===== src/rtl/tone_sequencer.sv =====
// Melody sequencer driving the one-hot tone bus and volume of the PWM tone generator.
// Optional song looping is enabled by defining TONE_SEQ_LOOP_EN.
module tone_sequencer #(
   parameter int unsigned TICK_DIV  = 100000,
   parameter int unsigned GAP_TICKS = 20,
   parameter int unsigned SONG_LEN  = 16
) (
   input  logic        clk,
   input  logic        rst_n,
   input  logic        start_i,
   input  logic        stop_i,
   input  logic        loop_i,
   input  logic [7:0]  vol_in_i,
   input  logic        wr_en_i,
   input  logic [3:0]  wr_addr_i,
   input  logic [12:0] wr_data_i,
   output logic [15:0] tone_o,
   output logic [7:0]  volume_o,
   output logic        busy_o,
   output logic        done_o,
   output logic [3:0]  note_idx_o
);

   localparam int unsigned TONE_W  = 16;
   localparam int unsigned VOL_W   = 8;
   localparam int unsigned IDX_W   = 4;
   localparam int unsigned ENTRIES = 16;
   localparam int unsigned PRE_W   = (TICK_DIV > 1) ? $clog2(TICK_DIV) : 1;
   localparam int unsigned REM_W   = (GAP_TICKS > 255) ? $clog2(GAP_TICKS + 1) : 8;

   localparam logic [1:0] S_IDLE  = 2'd0;
   localparam logic [1:0] S_FETCH = 2'd1;
   localparam logic [1:0] S_NOTE  = 2'd2;
   localparam logic [1:0] S_GAP   = 2'd3;

   typedef struct packed {
      logic       rest;
      logic [3:0] sel;
      logic [7:0] dur;
   } entry_t;

   entry_t              tbl_q [ENTRIES];
   entry_t              entry_c;
   logic [1:0]          state_q, state_d;
   logic [IDX_W-1:0]    idx_q, idx_d;
   logic [PRE_W-1:0]    pre_q, pre_d;
   logic [REM_W-1:0]    rem_q, rem_d;
   logic [TONE_W-1:0]   tone_q, tone_d;
   logic [VOL_W-1:0]    vol_q, vol_d;
   logic                busy_q, busy_d;
   logic                done_q, done_d;
   logic                tick_c, adv_c, end_c;

`ifndef TONE_SEQ_LOOP_EN
   logic unused_loop_c;
   assign unused_loop_c = loop_i;
`endif

   // Note table; writable in any state, contents only observed at FETCH
   always_ff @(posedge clk or negedge rst_n) begin
      if (!rst_n) begin
         for (int i = 0; i < int'(ENTRIES); i++) tbl_q[i] <= '0;
      end else if (wr_en_i) begin
         tbl_q[wr_addr_i] <= entry_t'(wr_data_i);
      end
   end

   assign entry_c = tbl_q[idx_q];

   always_ff @(posedge clk or negedge rst_n) begin
      if (!rst_n) begin
         state_q <= S_IDLE;
         idx_q   <= '0;
         pre_q   <= '0;
         rem_q   <= '0;
         tone_q  <= '0;
         vol_q   <= '0;
         busy_q  <= 1'b0;
         done_q  <= 1'b0;
      end else begin
         state_q <= state_d;
         idx_q   <= idx_d;
         pre_q   <= pre_d;
         rem_q   <= rem_d;
         tone_q  <= tone_d;
         vol_q   <= vol_d;
         busy_q  <= busy_d;
         done_q  <= done_d;
      end
   end

   // Next state and registered output values; rem_q counts ticks left in the segment
   always_comb begin
      state_d = state_q;
      idx_d   = idx_q;
      pre_d   = pre_q;
      rem_d   = rem_q;
      tone_d  = tone_q;
      busy_d  = busy_q;
      done_d  = 1'b0;
      adv_c   = 1'b0;
      end_c   = 1'b0;
      tick_c  = (pre_q == PRE_W'(TICK_DIV - 1));

      case (state_q)
         S_IDLE: begin
            if (start_i && !stop_i) begin
               state_d = S_FETCH;
               idx_d   = '0;
               pre_d   = '0;
               busy_d  = 1'b1;
               tone_d  = '0;
            end
         end
         S_FETCH: begin
            if (entry_c.dur == '0) begin
               end_c = 1'b1;
            end else begin
               state_d = S_NOTE;
               rem_d   = REM_W'(entry_c.dur);
               pre_d   = '0;
               tone_d  = entry_c.rest ? '0 : (TONE_W'(1) << entry_c.sel);
            end
         end
         S_NOTE: begin
            if (tick_c) begin
               pre_d = '0;
               if (rem_q == REM_W'(1)) begin
                  if (GAP_TICKS == 0) begin
                     adv_c = 1'b1;
                  end else begin
                     state_d = S_GAP;
                     rem_d   = REM_W'(GAP_TICKS);
                     tone_d  = '0;
                  end
               end else begin
                  rem_d = rem_q - REM_W'(1);
               end
            end else begin
               pre_d = pre_q + PRE_W'(1);
            end
         end
         S_GAP: begin
            if (tick_c) begin
               pre_d = '0;
               if (rem_q == REM_W'(1)) adv_c = 1'b1;
               else                    rem_d = rem_q - REM_W'(1);
            end else begin
               pre_d = pre_q + PRE_W'(1);
            end
         end
         default: state_d = S_IDLE;
      endcase

      if (adv_c) begin
         if (idx_q == IDX_W'(SONG_LEN - 1)) begin
            end_c = 1'b1;
         end else begin
            state_d = S_FETCH;
            idx_d   = idx_q + IDX_W'(1);
            tone_d  = '0;
         end
      end

      if (end_c) begin
         tone_d = '0;
`ifdef TONE_SEQ_LOOP_EN
         if (loop_i) begin
            state_d = S_FETCH;
            idx_d   = '0;
         end else begin
            state_d = S_IDLE;
            busy_d  = 1'b0;
            done_d  = 1'b1;
         end
`else
         state_d = S_IDLE;
         busy_d  = 1'b0;
         done_d  = 1'b1;
`endif
      end

      // Abort overrides everything, including a completion on the same edge
      if (stop_i && (state_q != S_IDLE)) begin
         state_d = S_IDLE;
         tone_d  = '0;
         busy_d  = 1'b0;
         done_d  = 1'b0;
      end

      vol_d = (tone_d != '0) ? vol_in_i : '0;
   end

   assign tone_o     = tone_q;
   assign volume_o   = vol_q;
   assign busy_o     = busy_q;
   assign done_o     = done_q;
   assign note_idx_o = idx_q;

endmodule


===== config.mk =====
export PLATFORM = sky130hd
export DESIGN_NAME = tone_sequencer
export DESIGN_NICKNAME = d
export VERILOG_FILES = /design/src/rtl/tone_sequencer.sv
export SDC_FILE = /design/constraint.sdc
export NUM_CORES = 1
export LEC_CHECK = 0
export BUFFER_PORTS_ARGS = -buffer_cell sky130_fd_sc_hd__buf_2
export CAP_MARGIN = 15
export CELL_PAD_IN_SITES_DETAIL_PLACEMENT = 1
export CELL_PAD_IN_SITES_GLOBAL_PLACEMENT = 1
export CORE_MARGIN = 2
export CORE_UTILIZATION = 51
export DETAILED_ROUTE_END_ITERATION = 8
export PLACE_DENSITY = 0.85
export SYNTH_ARGS = -nofsm -noshare
export SYNTH_HDL_FRONTEND = slang
export SYNTH_SLANG_ARGS = --single-unit

===== constraint.sdc =====
create_clock -name clk -period 3.6 [get_ports clk]
set_input_delay 0.36 -clock clk [delete_from_list [all_inputs] [get_ports clk]]
set_output_delay 0.36 -clock clk [all_outputs]
set_load 0.02 [all_outputs]

# Word-level counts from Yosys, hierarchy flattened
# Cells that the tools add are included.
# word_totals
register_bits	265
in_bits	31
elab_cells	144
# op_classes
add_sub_neg	3
order_cmp	3
n_eq_ne	11
n_shift	1
n_mux	53
bitwise	2
reduce_logical	15
# op_table
operator	n
$bwmux 208	1
$mux 16	9
$bmux 13 s4	1
$demux 13 s4	1
$mux 17	3
$pmux 17 s3	1
$mux 8	6
$pmux 16 s3	1
$mux 13	3
$pmux 8 s3	1
$add 17x1->17 const B	1
$eq 17x17->1 const B	1
$mux 2	8
$mux 4	4
$reduce_bool 16->1	1
$shl 1x4->16 const A	1
$mux 1	13
$ge 5x5->1 const B	2
$ne 2x2->1 const B	5
$not 4->5	2
$reduce_bool 3->1	3
$eq 8x1->1 const B	1
$logic_not 8->1	1
$sub 8x1->8 const B	1
other kinds (13)	17

# Depth between registers and ports, before layout
# depth
depth_word	14
mapped_depth	14

# Worst setup path before layout
# OpenSTA, ideal clock, no wires.
# synth_timing
path_kind	register to register
start	register idx_q[1], in the netlist note_idx_o[1]
end	register vol_q[0], in the netlist volume_o[0]
setup_ns	0.141
t_arrival_ns	3.248
required_time_ns	3.459
setup_slack_ns	0.211
stages_incl_launch_ff	15
path_buffers	4
synth_period_minus_slack_ns	3.389
cell_sequence	dfrtp_1 buf_2 buf_2 clkbuf_1 mux4_2 a22oi_1 nand2_1 nor4_2 a21oi_1 buf_6 nand4_2 a41oi_1 a2111o_1 o21bai_4 a21boi_1
# synth_between
elab_chain_len	14
elab_cells_between_ends	20
# synth_rtl
element	line_no	text
start: declaration	45	logic [IDX_W-1:0] idx_q, idx_d;
start signal: assignment	82	idx_q <= idx_d;
$not 4->5 (implied by the code)	68	assign entry_c = tbl_q[idx_q];
$bmux 13 s4	68	
$mux 13 (implied by the code) (2 in series)	68	
$shl 1x4->16	122	tone_d = entry_c.rest ? '0 : (TONE_W'(1) << entry_c.sel);
$mux 16	122	
$mux 16	116	if (entry_c.dur == '0) begin
$pmux 16 s3	105	case (state_q)
$mux 16	156	if (idx_q == IDX_W'(SONG_LEN - 1)) begin
$mux 16	155	if (adv_c) begin
$mux 16 *	165	if (end_c) begin
$mux 16 *	184	if (stop_i && (state_q != S_IDLE)) begin
$reduce_bool 16->1 *	191	vol_d = (tone_d != '0) ? vol_in_i : '0;
$mux 8 *	191	
net vol_d[0]	49	logic [VOL_W-1:0] vol_q, vol_d;
end signal: assignment	86	vol_q <= vol_d;
end: declaration	49	
# Mark *: on every way through the listed nets, which the timed path passes. The rest lies on a longest branch. The select of a mux whose other input is x is not followed.
# A chain may end at the register's enable or synchronous reset.

# Final worst setup path
# layout_timing
start	register idx_q[0], in the netlist note_idx_o[0]
end	register vol_q[3], in the netlist volume_o[3]
# Same word-level chain as after synthesis.

==> metrics.cfg <==
[clock_network]
tritoncts_clock_tree = yes
cts.htree.levels = 1
clk_transition_reported_paths_ns = 0.07
cts_max_path_buffers = 3
cts-buffers-inserted = 29
clockRootBuffer = sky130_fd_sc_hd__clkbuf_16
numClockSinks = 265
clkLatencyLatePin_ns = 0.57

[global_routing]
grt_pass1_vias = 9777
grt-ovfl-total = 0
grt_pass1_wl_um = 56900
pin_count_of_the_biggest_net_entering_global_routing = 95
grt_antenna_before_repair = 2
overall_routing_resource_usage_pct = 28.4

[floorplan]
die_w_um = 161
core_region_area_sq_um = 24300
fp.dieArea_sq_um = 26000
std_cell_rows = 57
die_y_um = 161
pin_count = 61
initial_cell_density_of_the_core_pct = 51.9

[routing]
wl_per_cell_um = 26.0
antenna_violating_nets_post_route = 0
via_density_per_instance = 6.17
drt_pass1_iterations = 5
totalWireLength_um = 36900
drc_errors = 0
dr_total_vias = 8762
drt_iter0_markers = 608

[yosys]
syn_inst = 963
synth_area_per_inst_sq_um = 13.1
synthDominantAreaCellType = sky130_fd_sc_hd__dfrtp_1
synth-main-ff-cell = sky130_fd_sc_hd__dfrtp_1
synth_common_cells = sky130_fd_sc_hd__dfrtp_1 (265), sky130_fd_sc_hd__mux2_2 (208), sky130_fd_sc_hd__mux4_2 (51), sky130_fd_sc_hd__nand2_1 (50), sky130_fd_sc_hd__nor2_1 (49)
synth_edf_count = 0
ys_types = 62
async_reset_ff_share_pct = 100
leading_cell_type_by_number_of_instances_after_synthesis = sky130_fd_sc_hd__dfrtp_1
mappedNetlistNets = 1003
area_share_of_the_largest_cell_type_after_synthesis_pct = 52.5
synthesis.yosys.warnings = 0
synth_seq_area_share_pct = 52.5
netlist_area_sq_um = 12600
register_bit_count_reported_by_yosys = 265
synth_top_cells_by_area = sky130_fd_sc_hd__dfrtp_1 (53%), sky130_fd_sc_hd__mux2_2 (19%), sky130_fd_sc_hd__mux4_2 (9.1%)

[placed_design]
number_of_buffers_inserted_by_port_buffering = 59
place_hpwl_um = 22500
gp_congestion = 0.845

[critical_path]
worst_ep_arrival_time_ns = 4.08
timing.critical_path.buf_inv = 4
timing.critical_path.slowest_stage_cell = sky130_fd_sc_hd__dfrtp_4
worst_setup_path_end_kind = flip-flop
worst-endpoint-required_ns = 4.02
worstPathCellList = buf_12, buf_16, mux4_2, a22oi_2, nand2_2, nor4_4, a21oi_1, buf_4, buf_6, a31oi_4, nor2_2, a2111o_1, o21bai_4, a21boi_1
path_class = flip-flop to flip-flop
timing.reg2reg.setup_slack_ns = -0.06
critical_path_peak_fanout = 8
worst_setup_path_start_kind = flip-flop
worst_path_largest_cell_delay_ns = 0.52
worst_path_dominant_cell_family = compound AO/OA/AOI/OAI gates

[timing]
post-route-period-util_pct = 102
slew_viol_final = 0
hold_violations = 0
final.setup.worst_slack_ns = -0.0627
rsz0062_at_grt = yes
finClkSkew_ns = 0.0298
fin_tns_setup_ns = -0.382
finalWorstPathRequiredPeriod_ns = 3.66
timing.max_slew.rel_slack_pct = 28.1
worst_pin_slew_ns = 1.08
timing.final.setup_violations = 8
maxClockFrequency_mhz = 273

[power]
cellPowerDensity_nw_per_um2 = 636
total_power_draw_mw = 9.49
irDropWorstVdd_v = 0.000453
leakage_nw = 6.44

[status]
violated_checks = negative setup slack
outcome = finished, violations left

[final_layout]
finalNetCount = 1111
area_delta_synth_final_pct = 18.1
filler_cell_count = 2327
drive_above_1_share_pct = 44.5

[job]
drv_cap = 0

[hold_path]
hold_path.class = input pin to flip-flop

## state kept, by name, summed over array words and instances, names as in the netlist
| name | flops |
|---|---|
| tone_o | 16 |
| state_q | 2 |
| done_o | 1 |
| rem_q | 8 |
| volume_o | 8 |
| busy_o | 1 |
| tbl_q | 208 |
| note_idx_o | 4 |
| pre_q | 17 |
## worst register-to-register path, cell delays in order (launching register included)
cell                       delay [ns]
sky130_fd_sc_hd__dfrtp_4         0.52
sky130_fd_sc_hd__buf_12          0.16
sky130_fd_sc_hd__buf_16          0.14
sky130_fd_sc_hd__mux4_2          0.46
sky130_fd_sc_hd__a22oi_2         0.22
sky130_fd_sc_hd__nand2_2         0.13
sky130_fd_sc_hd__nor4_4          0.34
sky130_fd_sc_hd__a21oi_1         0.13
sky130_fd_sc_hd__buf_4           0.19
sky130_fd_sc_hd__buf_6           0.15
sky130_fd_sc_hd__a31oi_4         0.15
sky130_fd_sc_hd__nor2_2          0.06
sky130_fd_sc_hd__a2111o_1        0.44
sky130_fd_sc_hd__o21bai_4        0.29
sky130_fd_sc_hd__a21boi_1        0.11
## power by group
part	switching [mW]	internal [mW]
Sequential	0.426	3.64
Combinational	1.31	1.17
Clock	1.23	1.71
Total	2.97	6.52
## kinds of logic (layout without fill, tap and decap cells)
| kind of cell | Yosys count | in the layout | synth area share (%) |
|---|---|---|---|
| AOI/OAI and AO/OA | 139 | 139 | 7.48 |
| buffers and inverters | 85 | 215 | 2.92 |
| other | 0 | 2 | 0 |
| adders and majority gates | 9 | 9 | 0.892 |
| DFF | 265 | 265 | 52.5 |
| and+or+nand+nor | 198 | 198 | 7.86 |
| xor gates and xnor gates | 6 | 6 | 0.416 |
| muxes | 261 | 261 | 27.9 |
## final timing paths
| path | from | end | cells after the start |
|---|---|---|---|
| max | note_idx_o[0] | volume_o[3] | 14 |
| min | vol_in_i[7] | volume_o[7] | 2 |
| max reg2reg | note_idx_o[0] | volume_o[3] | 14 |
| min reg2reg | tbl_q[133] | tbl_q[133] | 1 |
| max in group asynchronous | rst_n | tone_o[9] | 3 |
| min in group asynchronous | rst_n | pre_q[15] | 2 |
## area by class of cell
class | instances | area [sq um] | share of cell area [%]
flip-flops and latches | 265 | 6640 | 44.5
multi-input cells | 613 | 5810 | 39.0
repair buffers | 140 | 1030 | 6.91
clock buffers | 44 | 852 | 5.71
well taps | 324 | 405 | 2.72
clock inverters | 9 | 90.1 | 0.604
inverters | 22 | 82.6 | 0.554
diodes | 2 | 5.00 | 0.0336
## timing repair
action	in CTS	in global routing
hold buffers	1	0
gates cloned	0	1
buffers inserted	4	5
pin swaps	5	22
gates resized for setup	16	25
endpoints found under the setup margin	8	16
endpoints found under the hold margin	90	0
## metrics by stage
step | instances | area, sq um | hold slack [ns] | utilization (%) | setup slack, ns
6_report | 1419 | 14900 | 0.0581 | 61.3 | -0.0627
3_3_place_gp | 1353 | 13600 | 0.432 | 56.1 | -0.0614
2_1_floorplan | 963 | 12600 | 0.0644 | - | 0.211
3_5_place_dp | 1353 | 13600 | 0.421 | 56.1 | -0.152
4_1_cts | 1411 | 14700 | 0.0487 | 60.4 | 0.00761
5_1_grt | 1418 | 14900 | 0.0504 | 61.3 | -0.139
## per-layer routing
layer  part of all wire [%]  track usage [%]  vias up
met5                      0                0        -
met4                    5.0             13.9        0
met3                    4.3             4.52      133
met2                     51             49.6      255
met1                     39             34.5     4593
li1                       -                -     3781
## cells in the final DEF (no fill, tap or decap), types with 3 or more instances in the layout
cell,n
sky130_fd_sc_hd__clkbuf_1,8
sky130_fd_sc_hd__buf_2,58
sky130_fd_sc_hd__o21ai_0,34
sky130_fd_sc_hd__a32oi_1,3
sky130_fd_sc_hd__dfrtp_1,263
sky130_fd_sc_hd__a21boi_2,3
sky130_fd_sc_hd__mux2_2,208
sky130_fd_sc_hd__a22oi_1,16
sky130_fd_sc_hd__ha_1,9
sky130_fd_sc_hd__clkinv_2,5
sky130_fd_sc_hd__clkbuf_16,30
sky130_fd_sc_hd__a31oi_4,3
sky130_fd_sc_hd__nand2_2,8
sky130_fd_sc_hd__xnor2_1,5
sky130_fd_sc_hd__nand4_1,11
sky130_fd_sc_hd__buf_12,5
sky130_fd_sc_hd__nor2b_1,12
sky130_fd_sc_hd__nor2_1,48
sky130_fd_sc_hd__a31oi_1,7
sky130_fd_sc_hd__or3_1,7
sky130_fd_sc_hd__nor3_1,12
sky130_fd_sc_hd__and3_1,5
sky130_fd_sc_hd__and2_1,5
sky130_fd_sc_hd__a21oi_1,23
sky130_fd_sc_hd__a22oi_2,11
sky130_fd_sc_hd__nand2b_1,7
sky130_fd_sc_hd__mux4_2,51
sky130_fd_sc_hd__nand3_1,22
sky130_fd_sc_hd__clkbuf_8,7
sky130_fd_sc_hd__nand2_1,42
sky130_fd_sc_hd__inv_1,22
sky130_fd_sc_hd__o31ai_1,8
sky130_fd_sc_hd__a21boi_1,5
sky130_fd_sc_hd__buf_4,70
sky130_fd_sc_hd__nor4_1,3
Power figures use the tool's default switching activity.
